<file path="src/rtl/tone_mixer_pdm.sv">
`timescale 1ns/1ps
// tone_mixer_pdm
// Shapes the four gated square-wave tone lines of the organ with a 4-bit
// attack/decay envelope each, mixes them into a 6-bit level and converts
// that level to a single-bit pulse-density stream for one speaker pin.
//
// Ports
//   oneMHzClock   in   1     system clock, all state moves on its rising edge
//   reset         in   1     synchronous, active-high reset (clears every register)
//   toneIn        in   [1:4] raw tone lines, asynchronous to oneMHzClock
//   pdmOut        out  1     registered pulse-density audio output
//   mixLevel      out  [5:0] registered sum of the shaped channels, 0..60
//   channelActive out  [1:4] registered per-channel activity flags
module tone_mixer_pdm #(
    parameter int ACT_BITS    = 11,
    parameter int ATTACK_BITS = 8,
    parameter int DECAY_BITS  = 11
) (
    input  logic       oneMHzClock,
    input  logic       reset,
    input  logic [1:4] toneIn,
    output logic       pdmOut,
    output logic [5:0] mixLevel,
    output logic [1:4] channelActive
);

    localparam logic [3:0]             LEVEL_MAX   = 4'd15;
    localparam logic [3:0]             LEVEL_MIN   = 4'd0;
    localparam logic [ACT_BITS-1:0]    ACT_ZERO    = {ACT_BITS{1'b0}};
    localparam logic [ACT_BITS-1:0]    ACT_ONE     = {{(ACT_BITS-1){1'b0}}, 1'b1};
    localparam logic [ACT_BITS-1:0]    ACT_RELOAD  = {ACT_BITS{1'b1}};
    localparam logic [ATTACK_BITS-1:0] ATTACK_ONE  = {{(ATTACK_BITS-1){1'b0}}, 1'b1};
    localparam logic [DECAY_BITS-1:0]  DECAY_ONE   = {{(DECAY_BITS-1){1'b0}}, 1'b1};

    // Attack while the channel is active, decay while it is idle, saturating at both ends.
    function automatic logic [3:0] envelope_step(
        input logic [3:0] level,
        input logic       active,
        input logic       attack_tick,
        input logic       decay_tick
    );
        logic [3:0] result;
        if (active && attack_tick && (level != LEVEL_MAX)) begin
            result = level + 4'd1;
        end else if (!active && decay_tick && (level != LEVEL_MIN)) begin
            result = level - 4'd1;
        end else begin
            result = level;
        end
        return result;
    endfunction

    logic [1:4]             tone_meta_r;
    logic [1:4]             tone_sync_r;
    logic [1:4]             tone_del_r;
    logic [1:4]             edge_s;
    logic [ACT_BITS-1:0]    act_cnt_r      [1:4];
    logic [ACT_BITS-1:0]    act_cnt_next_s [1:4];
    logic [1:4]             active_r;
    logic [ATTACK_BITS-1:0] attack_cnt_r;
    logic [DECAY_BITS-1:0]  decay_cnt_r;
    logic                   attack_tick_s;
    logic                   decay_tick_s;
    logic [3:0]             level_r        [1:4];
    logic [3:0]             level_next_s   [1:4];
    logic [5:0]             mix_next_s;
    logic [5:0]             mix_r;
    logic [5:0]             acc_r;
    logic [6:0]             acc_sum_s;
    logic                   pdm_r;

    // A tone transition shows up as a one-cycle difference between sync and delay stages.
    assign edge_s        = tone_sync_r ^ tone_del_r;
    assign attack_tick_s = &attack_cnt_r;
    assign decay_tick_s  = &decay_cnt_r;
    // Carry out of the 6-bit accumulator is the pulse-density bit.
    assign acc_sum_s     = {1'b0, acc_r} + {1'b0, mix_r};

    // Per-channel next state: activity reload/countdown, envelope step, gated mix sum.
    always_comb begin
        mix_next_s = 6'd0;
        for (int i = 1; i <= 4; i++) begin
            if (edge_s[i]) begin
                act_cnt_next_s[i] = ACT_RELOAD;
            end else if (act_cnt_r[i] != ACT_ZERO) begin
                act_cnt_next_s[i] = act_cnt_r[i] - ACT_ONE;
            end else begin
                act_cnt_next_s[i] = act_cnt_r[i];
            end
            level_next_s[i] = envelope_step(level_r[i], active_r[i], attack_tick_s, decay_tick_s);
            // Only the high half of the delayed square wave contributes its envelope.
            if (tone_del_r[i]) begin
                mix_next_s = mix_next_s + {2'b00, level_r[i]};
            end else begin
                mix_next_s = mix_next_s;
            end
        end
    end

    // Two-flop synchroniser for the asynchronous tone lines plus the edge-detect delay stage.
    always_ff @(posedge oneMHzClock) begin
        if (reset) begin
            tone_meta_r <= 4'b0000;
            tone_sync_r <= 4'b0000;
            tone_del_r  <= 4'b0000;
        end else begin
            tone_meta_r <= toneIn;
            tone_sync_r <= tone_meta_r;
            tone_del_r  <= tone_sync_r;
        end
    end

    // Free-running attack and decay prescalers shared by all channels.
    always_ff @(posedge oneMHzClock) begin
        if (reset) begin
            attack_cnt_r <= {ATTACK_BITS{1'b0}};
            decay_cnt_r  <= {DECAY_BITS{1'b0}};
        end else begin
            attack_cnt_r <= attack_cnt_r + ATTACK_ONE;
            decay_cnt_r  <= decay_cnt_r + DECAY_ONE;
        end
    end

    // Activity counters, registered activity flags and envelope levels.
    always_ff @(posedge oneMHzClock) begin
        if (reset) begin
            active_r <= 4'b0000;
            for (int i = 1; i <= 4; i++) begin
                act_cnt_r[i] <= ACT_ZERO;
                level_r[i]   <= LEVEL_MIN;
            end
        end else begin
            for (int i = 1; i <= 4; i++) begin
                act_cnt_r[i] <= act_cnt_next_s[i];
                active_r[i]  <= (act_cnt_r[i] != ACT_ZERO);
                level_r[i]   <= level_next_s[i];
            end
        end
    end

    // Mixer register and first-order sigma-delta modulator.
    always_ff @(posedge oneMHzClock) begin
        if (reset) begin
            mix_r <= 6'd0;
            acc_r <= 6'd0;
            pdm_r <= 1'b0;
        end else begin
            mix_r <= mix_next_s;
            acc_r <= acc_sum_s[5:0];
            pdm_r <= acc_sum_s[6];
        end
    end

    assign pdmOut        = pdm_r;
    assign mixLevel      = mix_r;
    assign channelActive = active_r;

endmodule

</file>
<file path="config.mk">
export PLATFORM = sky130hd
export DESIGN_NAME = tone_mixer_pdm
export DESIGN_NICKNAME = d
export VERILOG_FILES = /design/src/rtl/tone_mixer_pdm.sv
export SDC_FILE = /design/constraint.sdc
export NUM_CORES = 1
export LEC_CHECK = 0
export CORE_ASPECT_RATIO = 1.5
export CORE_MARGIN = 1
export CORE_UTILIZATION = 46
export CTS_CLUSTER_SIZE = 12
export DETAILED_ROUTE_END_ITERATION = 7
export MAX_ROUTING_LAYER = met4
export PLACE_DENSITY_LB_ADDON = 0.08
export RECOVER_POWER = 50
export SKIP_CTS_REPAIR_TIMING = 1
export SLEW_MARGIN = 10
export SYNTH_ARGS = -nofsm -noshare
export SYNTH_HDL_FRONTEND = slang
export SYNTH_SLANG_ARGS = --single-unit
</file>
<file path="constraint.sdc">
create_clock -name oneMHzClock -period 7.4 [get_ports oneMHzClock]
set_clock_uncertainty 0.15 [all_clocks]
set_input_delay 1.48 -clock oneMHzClock [delete_from_list [all_inputs] [get_ports oneMHzClock]]
set_output_delay 1.48 -clock oneMHzClock [all_outputs]
set_load 0.02 [all_outputs]
</file>
==> results_tabular.tex, run 1 <==
\begin{tabular}{lr}
\hline
Metric & Value \\
\hline
\multicolumn{2}{l}{\textbf{Outcome}} \\
Outcome & finished, violations left \\
Violations in the final reports & max-capacitance violations, max-slew violations \\
\multicolumn{2}{l}{\textbf{Die}} \\
Horiz. Die Dim & about 91 µm \\
Die Y & 135 µm \\
Core Area & between 10000 and 15000 µm² \\
I/O pins & 17 \\
Initial core utilization & 47.3\% \\
Area of the die & 12200 µm² \\
Core Rows & 48 \\
\multicolumn{2}{l}{\textbf{Drt}} \\
Detailed-router iteration count before antenna repair & 4 \\
Routed via count divided by cell count & 5.48 \\
Routed WL per cell & 13.4 µm \\
\# DRC & 0 \\
Drt first-iter violations & 160 \\
Vias & 4174 \\
Total wire length & 10200 µm \\
Number of nets still failing antenna checks after routing & 0 \\
\multicolumn{2}{l}{\textbf{Pwr}} \\
Internal power consumption & 1.12 mW \\
Sequential share of power & 46.9\% \\
PnR Total Power & 1.65 mW \\
Sw power & 531 µW \\
Standby leakage power & about 2.3 nW \\
Portion of total power attributed to combinational logic & 26.8\% \\
Power per standard cell area & 277 nW/µm² \\
Net switching share of the total power & 32.2\% \\
Clock network fraction of total power & 26.3\% \\
Worst IR Drop VDD & 161 µV \\
\multicolumn{2}{l}{\textbf{Clock tree}} \\
H-tree levels & 3 \\
Clock latency of the later-clocked register in the worst-skew pair & roughly 0.35 ns \\
Clock tree from TritonCTS & built \\
Clock Sinks & $\sim$110 \\
Number of CTS-inserted buffers & 9 \\
Master cell of the clock root buffer & clkbuf\_16 \\
Number of buffers on the longest clock path & 2 \\
Register clock-pin slew on the reported worst setup and hold paths & 0.07 ns \\
\multicolumn{2}{l}{\textbf{Timing}} \\
Post-layout min period & 4.31 ns \\
Unrepaired setup endpoints after global routing & no \\
Max-slew headroom at the worst pin & -59.6\% \\
Portion of the clock cycle consumed by the worst path in the final layout & 58.3\% \\
Total Negative Setup Slacks & 0 ns \\
Final setup violation count & 0 \\
Least-Margin Pin Slew & 2.39 ns \\
Hold violation total from the final report & 0 \\
Min Hold Slack & between 0.2 and 0.3 ns \\
Timing-limited maximum frequency & 232 MHz \\
Final Slew Violations & 57 \\
\multicolumn{2}{l}{\textbf{Yosys}} \\
Post-Syn Area & 5420 µm² \\
Ys Warns & 0 \\
Sequential-to-total area share from yosys stat & between 30\% and 40\% \\
Primary flip-flop cell chosen by synthesis mapping & dfxtp\_1 \\
Largest area contributor in the netlist & dfxtp\_1 \\
Count of cell types in the netlist & 52 \\
Register bit count reported by yosys & 108 \\
Post-synth top area share & 39.9\% \\
Number of standard cells after synthesis & 600 \\
Fraction of registers with async set/reset & 0\% \\
Mean area per synthesized cell & 9.04 µm² \\
Synth area leaders & dfxtp\_1 (40\%), ha\_1 (7.4\%), xnor2\_1 (5.7\%), a21oi\_1 (4.5\%), nor2\_1 (4.4\%) \\
Post-Synthesis Net Count & 646 \\
EDFF count, synth & 0 \\
\multicolumn{2}{l}{\textbf{Setup path}} \\
Slowest stage cell on the critical path & clkbuf\_1 \\
Category of the worst setup path capture point & register \\
Critical Path Source Type & primary input \\
Setup slack on the worst flop-to-flop path & between 3 and 4 ns \\
Highest net fanout along the worst path & 59 \\
Critical path data arrival time & around 4.4 ns \\
Data required, critical path & 7.44 ns \\
Biggest cell delay along the critical path & $\sim$1.7 ns \\
Critical path start-end classification & in2reg \\
Cell-by-cell listing of the critical path & clkbuf\_1 -> buf\_4 -> nor3b\_1 -> a31oi\_1 -> o311ai\_0 \\
\multicolumn{2}{l}{\textbf{Final layout}} \\
Final cell count without fillers & 762 \\
Net count, final & about 650 \\
Share of cells above drive strength 1 & roughly 4.7\% \\
Final antenna diode count & 0 \\
Final standard cell area without fillers & roughly 6000 µm² \\
P\&R area growth vs syn & 9.81\% \\
\multicolumn{2}{l}{\textbf{Global route}} \\
Number of antenna violations at the first check in global routing & 0 \\
Residual overflow from global routing & 0 \\
Aggregate global-route resource usage & between 10\% and 20\% \\
Pin count of the biggest net entering global routing & 60 \\
Vias in the first global route & 3977 \\
Global-route wire length before repair & 17500 µm \\
\multicolumn{2}{l}{\textbf{Place}} \\
Cell count after placement & 746 \\
Routability cong. & 0.873 \\
Cell area after placement & 5700 µm² \\
\# port buffers & 16 \\
HPWL after detailed placement & a little over 7000 µm \\
\multicolumn{2}{l}{\textbf{Min path}} \\
Hold Crit Class & reg2reg \\
\multicolumn{2}{l}{\textbf{Job}} \\
Max\_cap viols & 1 \\
\hline
\end{tabular}
-- stage by stage --
step	worst slack [ns]	util, %
after global placement	3.63	49.7
after CTS	3.47	51.9
after floorplan	3.83	-
after detailed placement	3.49	49.7
after global routing	2.71	51.9
final	3.09	51.9
-- cells in the mapped netlist, types with 3 or more instances --
cell      number
dfxtp_1      108
nor2_1        64
a21oi_1       49
xnor2_1       35
ha_1          32
nand2_1       31
inv_1         26
nor2b_1       25
xor2_1        24
nand3_1       23
clkbuf_1      19
o21ai_0       16
nor3_1        12
a31oi_1       11
or3_1          9
fa_1           8
mux2_2         8
a21o_1         7
mux2i_1        7
and2_1         6
nor4_1         6
a211oi_1       5
and3_1         5
nand4_1        5
o31ai_1        5
a32o_1         4
nand2b_1       4
nand3b_1       4
nand4b_1       4
o41ai_1        4
a21boi_0       3
or2_2          3
-- power groups by stage --
stage / logic (mW) / clock network [mW] / registers, mW
floorplan: 0.363 / 0 / 0.767
detailed placement: 0.440 / 0 / 0.783
CTS: 0.444 / 0.454 / 0.771
global route: 0.505 / 0.470 / 0.787
global placement: 0.429 / 0 / 0.780
finish: 0.441 / 0.434 / 0.773
-- metal layers --
layer	track usage [%]	share of wire (%)
met5	-	0
met4	10.0	2.8
met3	2.03	2.2
met2	32.2	50
met1	20.0	45
-- area by class of cell --
cell class	count	area [µm²]
Multi-Input combinational cell	445	3080
Sequential cell	108	2160
Clock inverter	3	21.3
Clock buffer	13	240
Tap cell	150	188
Inverter	26	97.6
Timing Repair Buffer	17	161
Fill cell	1073	5520
-- logic make-up after synthesis --
logic type	Yosys count	synth area share [%]
buffers and inverters	47	3.25
DFF	108	39.9
AOI/OAI and AO/OA	117	13.3
xor gates and xnor gates	59	9.53
adders and majority gates	42	10.7
muxes	15	2.95
and+or+nand+nor	212	20.4
-- registers in the layout, indices dropped and copies added (netlist names) --
signal and flops:
decay_cnt_r 11, channelActive 4, acc_r 6, mixLevel 6, attack_cnt_r 8, pdmOut 1
tone_sync_r 4, level_r 16, tone_del_r 4, tone_meta_r 4, act_cnt_r 44
-- layout by cell type, fill, tap and decap left out, types with 3 or more instances in the layout --
master           count
a211oi_1             5
a21boi_0             3
a21o_1               7
a21oi_1             49
a31oi_1             11
a32o_1               4
and2_1               6
and3_1               5
clkbuf_1             5
clkbuf_16            9
clkdlybuf4s50_1     15
dfxtp_1            108
fa_1                 8
ha_1                32
inv_1               26
mux2_2               8
mux2i_1              7
nand2_1             31
nand2b_1             4
nand3_1             23
nand3b_1             4
nand4_1              5
nand4b_1             4
nor2_1              64
nor2b_1             25
nor3_1              12
nor4_1               6
o21ai_0             16
o31ai_1              5
o41ai_1              4
or2_2                3
or3_1                9
xnor2_1             35
xor2_1              24
-- path summary, 6_finish.rpt --
kind	startpoint	cells after the start	endpoint
setup / recovery	reset	5	acc_r[5]
hold / removal	tone_meta_r[1]	1	tone_sync_r[1]
setup reg to reg	level_r[0][4]	17	mixLevel[5]
hold reg to reg	tone_meta_r[1]	1	tone_sync_r[1]
-- critical path, delay by kind of cell --
kind / cells / cell delay [ns]
buf+inv: 2 / 2.40
simple gates: 1 / 0.10
compound gates: 2 / 0.31
(Power assumes the default switching activity.)
==> run 2: changes to the inputs <==
- clock period: 7.4 -> 3.5 ns (I/O delays scaled with it)
==> results_tabular.tex, run 2 (synthesis gave the netlist of run 1 again) <==
\begin{tabular}{lr}
\hline
Metric & Value \\
\hline
\multicolumn{2}{l}{\textbf{Die}} \\
Initial core utilization & 47.3\% (unchanged) \\
Core Area & 11500 µm² (unchanged) \\
I/O pins & 17 (unchanged) \\
Area of the die & 12200 µm² (unchanged) \\
Horiz. Die Dim & 90.7 µm (unchanged) \\
Core Rows & 48 (unchanged) \\
Die Y & 135 µm (unchanged) \\
\multicolumn{2}{l}{\textbf{Final layout}} \\
P\&R area growth vs syn & 15.8\% (was 9.81\%) \\
Total area of sequential cells & 2160 µm² (about the same) \\
Net count, final & 675 (was 653) \\
Commonest cells after routing, fill and taps aside & dfxtp\_1 (106), nor2\_1 (64), a21oi\_1 (48), xnor2\_1 (33), nand2\_1 (31) (was dfxtp\_1 (108), nor2\_1 (64), a21oi\_1 (49), xnor2\_1 (35), ha\_1 (32)) \\
Share of cells above drive strength 1 & 11.0\% (was 4.74\%) \\
Final antenna diode count & 0 (unchanged) \\
Flip-flop count of the largest register after layout & 44 (unchanged) \\
Final standard cell area without fillers & 6280 µm² (was 5950 µm²) \\
Top reg by flops & act\_cnt\_r (unchanged) \\
Layout Utilization & 54.7\% (was 51.9\%) \\
Number of fill cells & 1057 (was 1073) \\
Leading cell type in the layout, fill and taps excluded & dfxtp\_1 (unchanged) \\
Leading registers by flop count & act\_cnt\_r x44, level\_r x16, decay\_cnt\_r x11 (unchanged) \\
Area of the multi-input gates & 3190 µm² (was 3080 µm²) \\
\multicolumn{2}{l}{\textbf{Global route}} \\
Number of antenna violations at the first check in global routing & 0 (unchanged) \\
Pin count of the biggest net entering global routing & 38 (was 60) \\
Residual overflow from global routing & 0 (unchanged) \\
Global-route wire length before repair & 18100 µm (was 17500 µm) \\
Vias in the first global route & 4029 (was 3977) \\
Aggregate global-route resource usage & 18.6\% (was 18.3\%) \\
\multicolumn{2}{l}{\textbf{Setup path}} \\
Critical path start-end classification & reg2reg (was in2reg) \\
Critical path data arrival time & 3.71 ns (was 4.35 ns) \\
Start of the worst register-to-register path & tone\_del\_r[1] (was level\_r[0][4]) \\
Category of the worst setup path capture point & register (unchanged) \\
Critical Path Start & tone\_del\_r[1] (was reset) \\
Data required, critical path & 3.60 ns (was 7.44 ns) \\
Biggest cell delay along the critical path & 0.38 ns (was 1.67 ns) \\
Critical Path Source Type & register (was primary input) \\
Slowest stage cell on the critical path & fa\_2 (was clkbuf\_1) \\
Cell-by-cell listing of the critical path & and2\_4 -> ha\_4 -> inv\_2 -> fa\_2 -> xnor2\_2 -> nand2\_1 -> xor2\_2 -> ha\_4 -> a21oi\_4 -> xnor2\_2 -> nand2\_1 -> o21ai\_2 -> buf\_4 -> ha\_2 -> nand2\_1 -> o211ai\_1 -> a211oi\_1 -> nor2\_1 -> a221oi\_1 (was clkbuf\_1 -> buf\_4 -> nor3b\_1 -> a31oi\_1 -> o311ai\_0) \\
Most common cell type on the critical path & nand2\_1 \\
Highest net fanout along the worst path & 5 (was 59) \\
\multicolumn{2}{l}{\textbf{Min path}} \\
Hold Crit Class & reg2reg (unchanged) \\
Min-delay src & tone\_meta\_r[4] (was tone\_meta\_r[1]) \\
\multicolumn{2}{l}{\textbf{Clock tree}} \\
Register clock-pin slew on the reported worst setup and hold paths & 0.07 ns (about the same) \\
Clock Sinks & 108 (unchanged) \\
Number of CTS-inserted buffers & 9 (unchanged) \\
H-tree levels & 3 (unchanged) \\
Number of buffers on the longest clock path & 2 (unchanged) \\
Clock tree from TritonCTS & built (unchanged) \\
Master cell of the clock root buffer & clkbuf\_16 (unchanged) \\
Clock latency of the later-clocked register in the worst-skew pair & 0.34 ns (was 0.35 ns) \\
\multicolumn{2}{l}{\textbf{Pwr}} \\
PnR Total Power & 3.64 mW (was 1.65 mW) \\
Worst IR Drop VDD & 318 µV (was 161 µV) \\
Power per standard cell area & 580 nW/µm² (was 277 nW/µm²) \\
Standby leakage power & 2.42 nW (was 2.27 nW) \\
\multicolumn{2}{l}{\textbf{Outcome}} \\
Violations in the final reports & negative setup slack (was max-capacitance violations, max-slew violations) \\
Outcome & finished, violations left (unchanged) \\
\multicolumn{2}{l}{\textbf{Timing}} \\
Hold violation total from the final report & 0 (unchanged) \\
Least-Margin Pin Slew & 1.46 ns (was 2.39 ns) \\
Timing-limited maximum frequency & 277 MHz \\
Final Slew Violations & 0 (was 57) \\
Unrepaired setup endpoints after global routing & yes (was no) \\
Final setup violation count & 2 (was 0) \\
Portion of the clock cycle consumed by the worst path in the final layout & 103\% \\
Post-layout min period & 3.61 ns \\
Max-slew headroom at the worst pin & 2.47\% (was -59.6\%) \\
Final setup margin & -0.110 ns (was 3.09 ns) \\
\multicolumn{2}{l}{\textbf{Place}} \\
HPWL after detailed placement & 7550 µm (was 7180 µm) \\
\# port buffers & 16 (unchanged) \\
Routability cong. & 0.833 (was 0.873) \\
Cell area after placement & 5860 µm² (was 5700 µm²) \\
\multicolumn{2}{l}{\textbf{Job}} \\
Max\_cap viols & 0 (was 1) \\
\multicolumn{2}{l}{\textbf{Drt}} \\
Drt first-iter violations & 112 (was 160) \\
Number of nets still failing antenna checks after routing & 0 (unchanged) \\
Detailed-router iteration count before antenna repair & 4 (unchanged) \\
Vias & 4201 (was 4174) \\
Routed via count divided by cell count & 5.36 (was 5.48) \\
Total wire length & 10700 µm (was 10200 µm) \\
\# DRC & 0 (unchanged) \\
Routed WL per cell & 13.6 µm (was 13.4 µm) \\
\hline
\end{tabular}
[run 2: stage by stage]
stage	setup WS [ns]	setup TNS [ns]	hold WS, ns	std cells
floorplan	0.00999	0	0.264	600
global placement	-0.152	-0.230	0.271	767
detailed placement	-0.265	-0.535	0.279	767
CTS	-0.334	-0.747	0.296	783
global route	-0.342	-0.869	0.316	784
finish	-0.110	-0.173	0.289	784
[run 2: area by class of cell]
cell class              instances  area share [%]
multi-input cells             445            50.8
flip-flops and latches        108            34.5
repair buffers                 39            5.14
clock buffers                  11            3.71
well taps                     150            2.99
inverters                      26            1.55
clock inverters                 5            1.35
[run 2: routing by layer]
metal | track usage, % | wire length (µm) | vias up | part of all wire (%)
li1 | - | - | 2161 | -
met1 | 21.0 | 4750 | 1988 | 44
met2 | 33.2 | 5570 | 37 | 52
met3 | 3.10 | 181 | 15 | 1.7
met4 | 6.27 | 190 | 0 | 1.8
met5 | - | 0 | - | 0
[run 2: path summary, 6_finish.rpt]
kind	slack, ns	depth (start not counted)	endpoint
worst min register to register	0.29	1	tone_sync_r[4]
worst max register to register	-0.11	19	mixLevel[5]
worst max-delay path	-0.11	19	mixLevel[5]
worst min-delay path	0.29	1	tone_sync_r[4]
[run 2: where the power goes]
part	switching, mW	internal (mW)	total [mW]	leakage [nW]
Sequential	0.193	1.43	1.63	0.887
Combinational	0.491	0.437	0.928	1.38
Clock	0.452	0.633	1.09	0.156
Total	1.14	2.50	3.64	2.42
[run 2: critical path, delay by kind of cell, from the launching register on]
| family | cells | cell delay (ns) |
|---|---|---|
| flops | 1 | 0.36 |
| compound gates | 5 | 0.90 |
| fa+ha+maj | 4 | 0.91 |
| simple gates | 5 | 0.49 |
| buf+inv | 2 | 0.20 |
| xor+xnor | 3 | 0.52 |
==> run 3: changes to the inputs <==
- CORE_MARGIN: 1 -> 2
==> results_tabular.tex, run 3 (synthesis gave the netlist of run 1 again) <==
\begin{tabular}{lr}
\hline
Metric & Value \\
\hline
\multicolumn{2}{l}{\textbf{Outcome}} \\
Outcome & finished, violations left (unchanged) \\
Violations in the final reports & max-capacitance violations, max-slew violations, negative setup slack (was negative setup slack) \\
\multicolumn{2}{l}{\textbf{Global route}} \\
Vias in the first global route & 4006 (was 4029) \\
Pin count of the biggest net entering global routing & 49 (was 38) \\
Global-route wire length before repair & 17700 µm (was 18100 µm) \\
Residual overflow from global routing & 0 (unchanged) \\
Aggregate global-route resource usage & 17.7\% (was 18.6\%) \\
Number of antenna violations at the first check in global routing & 0 (unchanged) \\
\multicolumn{2}{l}{\textbf{Timing}} \\
Final setup violation count & 3 (was 2) \\
Max-slew headroom at the worst pin & -50.4\% (was 2.47\%) \\
Final setup margin & -0.105 ns (was -0.110 ns) \\
Final Slew Violations & 49 (was 0) \\
Min Hold Slack & 0.287 ns (was 0.289 ns) \\
Least-Margin Pin Slew & 2.26 ns (was 1.46 ns) \\
Hold violation total from the final report & 0 (unchanged) \\
Portion of the clock cycle consumed by the worst path in the final layout & 103\% (about the same) \\
Timing-limited maximum frequency & 277 MHz (about the same) \\
Post-layout min period & 3.61 ns (about the same) \\
Unrepaired setup endpoints after global routing & yes (unchanged) \\
\multicolumn{2}{l}{\textbf{Pwr}} \\
PnR Total Power & 3.67 mW (was 3.64 mW) \\
Worst IR Drop VDD & 470 µV (was 318 µV) \\
Power per standard cell area & 583 nW/µm² (was 580 nW/µm²) \\
Standby leakage power & 2.41 nW (was 2.42 nW) \\
\multicolumn{2}{l}{\textbf{Drt}} \\
Detailed-router iteration count before antenna repair & 4 (unchanged) \\
\# DRC & 0 (unchanged) \\
Total wire length & 10700 µm (about the same) \\
Drt first-iter violations & 137 (was 112) \\
Routed WL per cell & 13.7 µm (was 13.6 µm) \\
Number of nets still failing antenna checks after routing & 0 (unchanged) \\
Vias & 4168 (was 4201) \\
Routed via count divided by cell count & 5.32 (was 5.36) \\
\multicolumn{2}{l}{\textbf{Die}} \\
Die Y & 137 µm (was 135 µm) \\
I/O pins & 17 (unchanged) \\
Core Rows & 48 (unchanged) \\
Core Area & 11500 µm² (about the same) \\
Horiz. Die Dim & 92.7 µm (was 90.7 µm) \\
Initial core utilization & 47.0\% (was 47.3\%) \\
Area of the die & 12700 µm² (was 12200 µm²) \\
\multicolumn{2}{l}{\textbf{Place}} \\
HPWL after detailed placement & 7340 µm (was 7550 µm) \\
\# port buffers & 16 (unchanged) \\
Placement Setup Slack & -0.251 ns (was -0.265 ns) \\
Cell area after placement & 5840 µm² (was 5860 µm²) \\
Routability cong. & 0.801 (was 0.833) \\
\multicolumn{2}{l}{\textbf{Job}} \\
Max\_cap viols & 1 (was 0) \\
\multicolumn{2}{l}{\textbf{Clock tree}} \\
Clock tree from TritonCTS & built (unchanged) \\
Number of buffers on the longest clock path & 2 (unchanged) \\
Number of CTS-inserted buffers & 9 (unchanged) \\
H-tree levels & 3 (unchanged) \\
Clock Sinks & 108 (unchanged) \\
Clock latency of the later-clocked register in the worst-skew pair & 0.35 ns (was 0.34 ns) \\
Master cell of the clock root buffer & clkbuf\_16 (unchanged) \\
Register clock-pin slew on the reported worst setup and hold paths & 0.07 ns (about the same) \\
\multicolumn{2}{l}{\textbf{Final layout}} \\
Number of fill cells & 1062 (was 1057) \\
Final antenna diode count & 0 (unchanged) \\
Flip-flop count of the largest register after layout & 44 (unchanged) \\
Top reg by flops & act\_cnt\_r (unchanged) \\
Share of cells above drive strength 1 & 12.0\% (was 11.0\%) \\
Net count, final & 674 (was 675) \\
P\&R area growth vs syn & 16.2\% (was 15.8\%) \\
Commonest cells after routing, fill and taps aside & dfxtp\_1 (106), nor2\_1 (64), a21oi\_1 (47), xnor2\_1 (34), nand2\_1 (30) (was dfxtp\_1 (106), nor2\_1 (64), a21oi\_1 (48), xnor2\_1 (33), nand2\_1 (31)) \\
Leading cell type in the layout, fill and taps excluded & dfxtp\_1 (unchanged) \\
Final standard cell area without fillers & 6300 µm² (was 6280 µm²) \\
Leading registers by flop count & act\_cnt\_r x44, level\_r x16, decay\_cnt\_r x11 (unchanged) \\
\multicolumn{2}{l}{\textbf{Setup path}} \\
Slowest stage cell on the critical path & fa\_2 (unchanged) \\
Critical path data arrival time & 3.72 ns (was 3.71 ns) \\
Setup slack on the worst flop-to-flop path & -0.11 ns (about the same) \\
Category of the worst setup path capture point & register (unchanged) \\
Family of cells with the greatest summed delay on the critical path & adder cells (unchanged) \\
Biggest cell delay along the critical path & 0.36 ns (was 0.38 ns) \\
Highest net fanout along the worst path & 4 (was 5) \\
Critical Path Source Type & register (unchanged) \\
Critical path start-end classification & reg2reg (unchanged) \\
Number of buffer and inverter stages on the critical path & 2 (unchanged) \\
Data required, critical path & 3.61 ns (was 3.60 ns) \\
Cell-by-cell listing of the critical path & and2\_4 -> ha\_4 -> inv\_2 -> fa\_2 -> xnor2\_1 -> nand2\_1 -> xor2\_2 -> ha\_4 -> a21oi\_4 -> xnor2\_2 -> nand2\_1 -> o21ai\_2 -> buf\_4 -> ha\_2 -> nand2\_2 -> o211ai\_1 -> a211oi\_2 -> nor2\_1 -> a221oi\_1 (was and2\_4 -> ha\_4 -> inv\_2 -> fa\_2 -> xnor2\_2 -> nand2\_1 -> xor2\_2 -> ha\_4 -> a21oi\_4 -> xnor2\_2 -> nand2\_1 -> o21ai\_2 -> buf\_4 -> ha\_2 -> nand2\_1 -> o211ai\_1 -> a211oi\_1 -> nor2\_1 -> a221oi\_1) \\
\multicolumn{2}{l}{\textbf{Min path}} \\
Hold Crit Class & reg2reg (unchanged) \\
\hline
\end{tabular}
run 3: path summary, 6_finish.rpt:
| path | start | end | cells after the start |
|---|---|---|---|
| setup reg to reg | tone_del_r[1] | mixLevel[5] | 19 |
| hold / removal | tone_meta_r[1] | tone_sync_r[1] | 1 |
| setup / recovery | tone_del_r[1] | mixLevel[5] | 19 |
| hold reg to reg | tone_meta_r[1] | tone_sync_r[1] | 1 |
run 3: through the flow:
stage	std cells	TNS (ns)	util, %
floorplan	600	0	-
global placement	765	-0.184	50.7
detailed placement	765	-0.433	50.7
CTS	781	-0.531	53.5
global route	783	-0.753	54.7
finish	783	-0.214	54.7
run 3: layout make-up:
| cell class | instances | area, µm² | area share, % |
|---|---|---|---|
| tap | 150 | 188 | 2.98 |
| inverter | 26 | 97.6 | 1.55 |
| clock inverter | 7 | 100 | 1.59 |
| clock buffer | 9 | 225 | 3.57 |
| sequential | 108 | 2160 | 34.3 |
| timing repair buffer | 38 | 318 | 5.04 |
| multi-input combinational | 445 | 3210 | 50.9 |
run 3: metal layers:
metal  share of wire (%)  up-vias  track usage [%]
met2                  51       41             30.9
met3                 2.0       11             3.03
met4                 1.4        0             5.80
li1                    -     2154                -
met1                  45     1962             20.7
met5                   0        -                -
run 3: report_power, final:
group	switching, mW	internal [mW]	total, mW
logic	0.489	0.443	0.932
clock network	0.479	0.633	1.11
registers	0.196	1.43	1.63
total	1.16	2.51	3.67
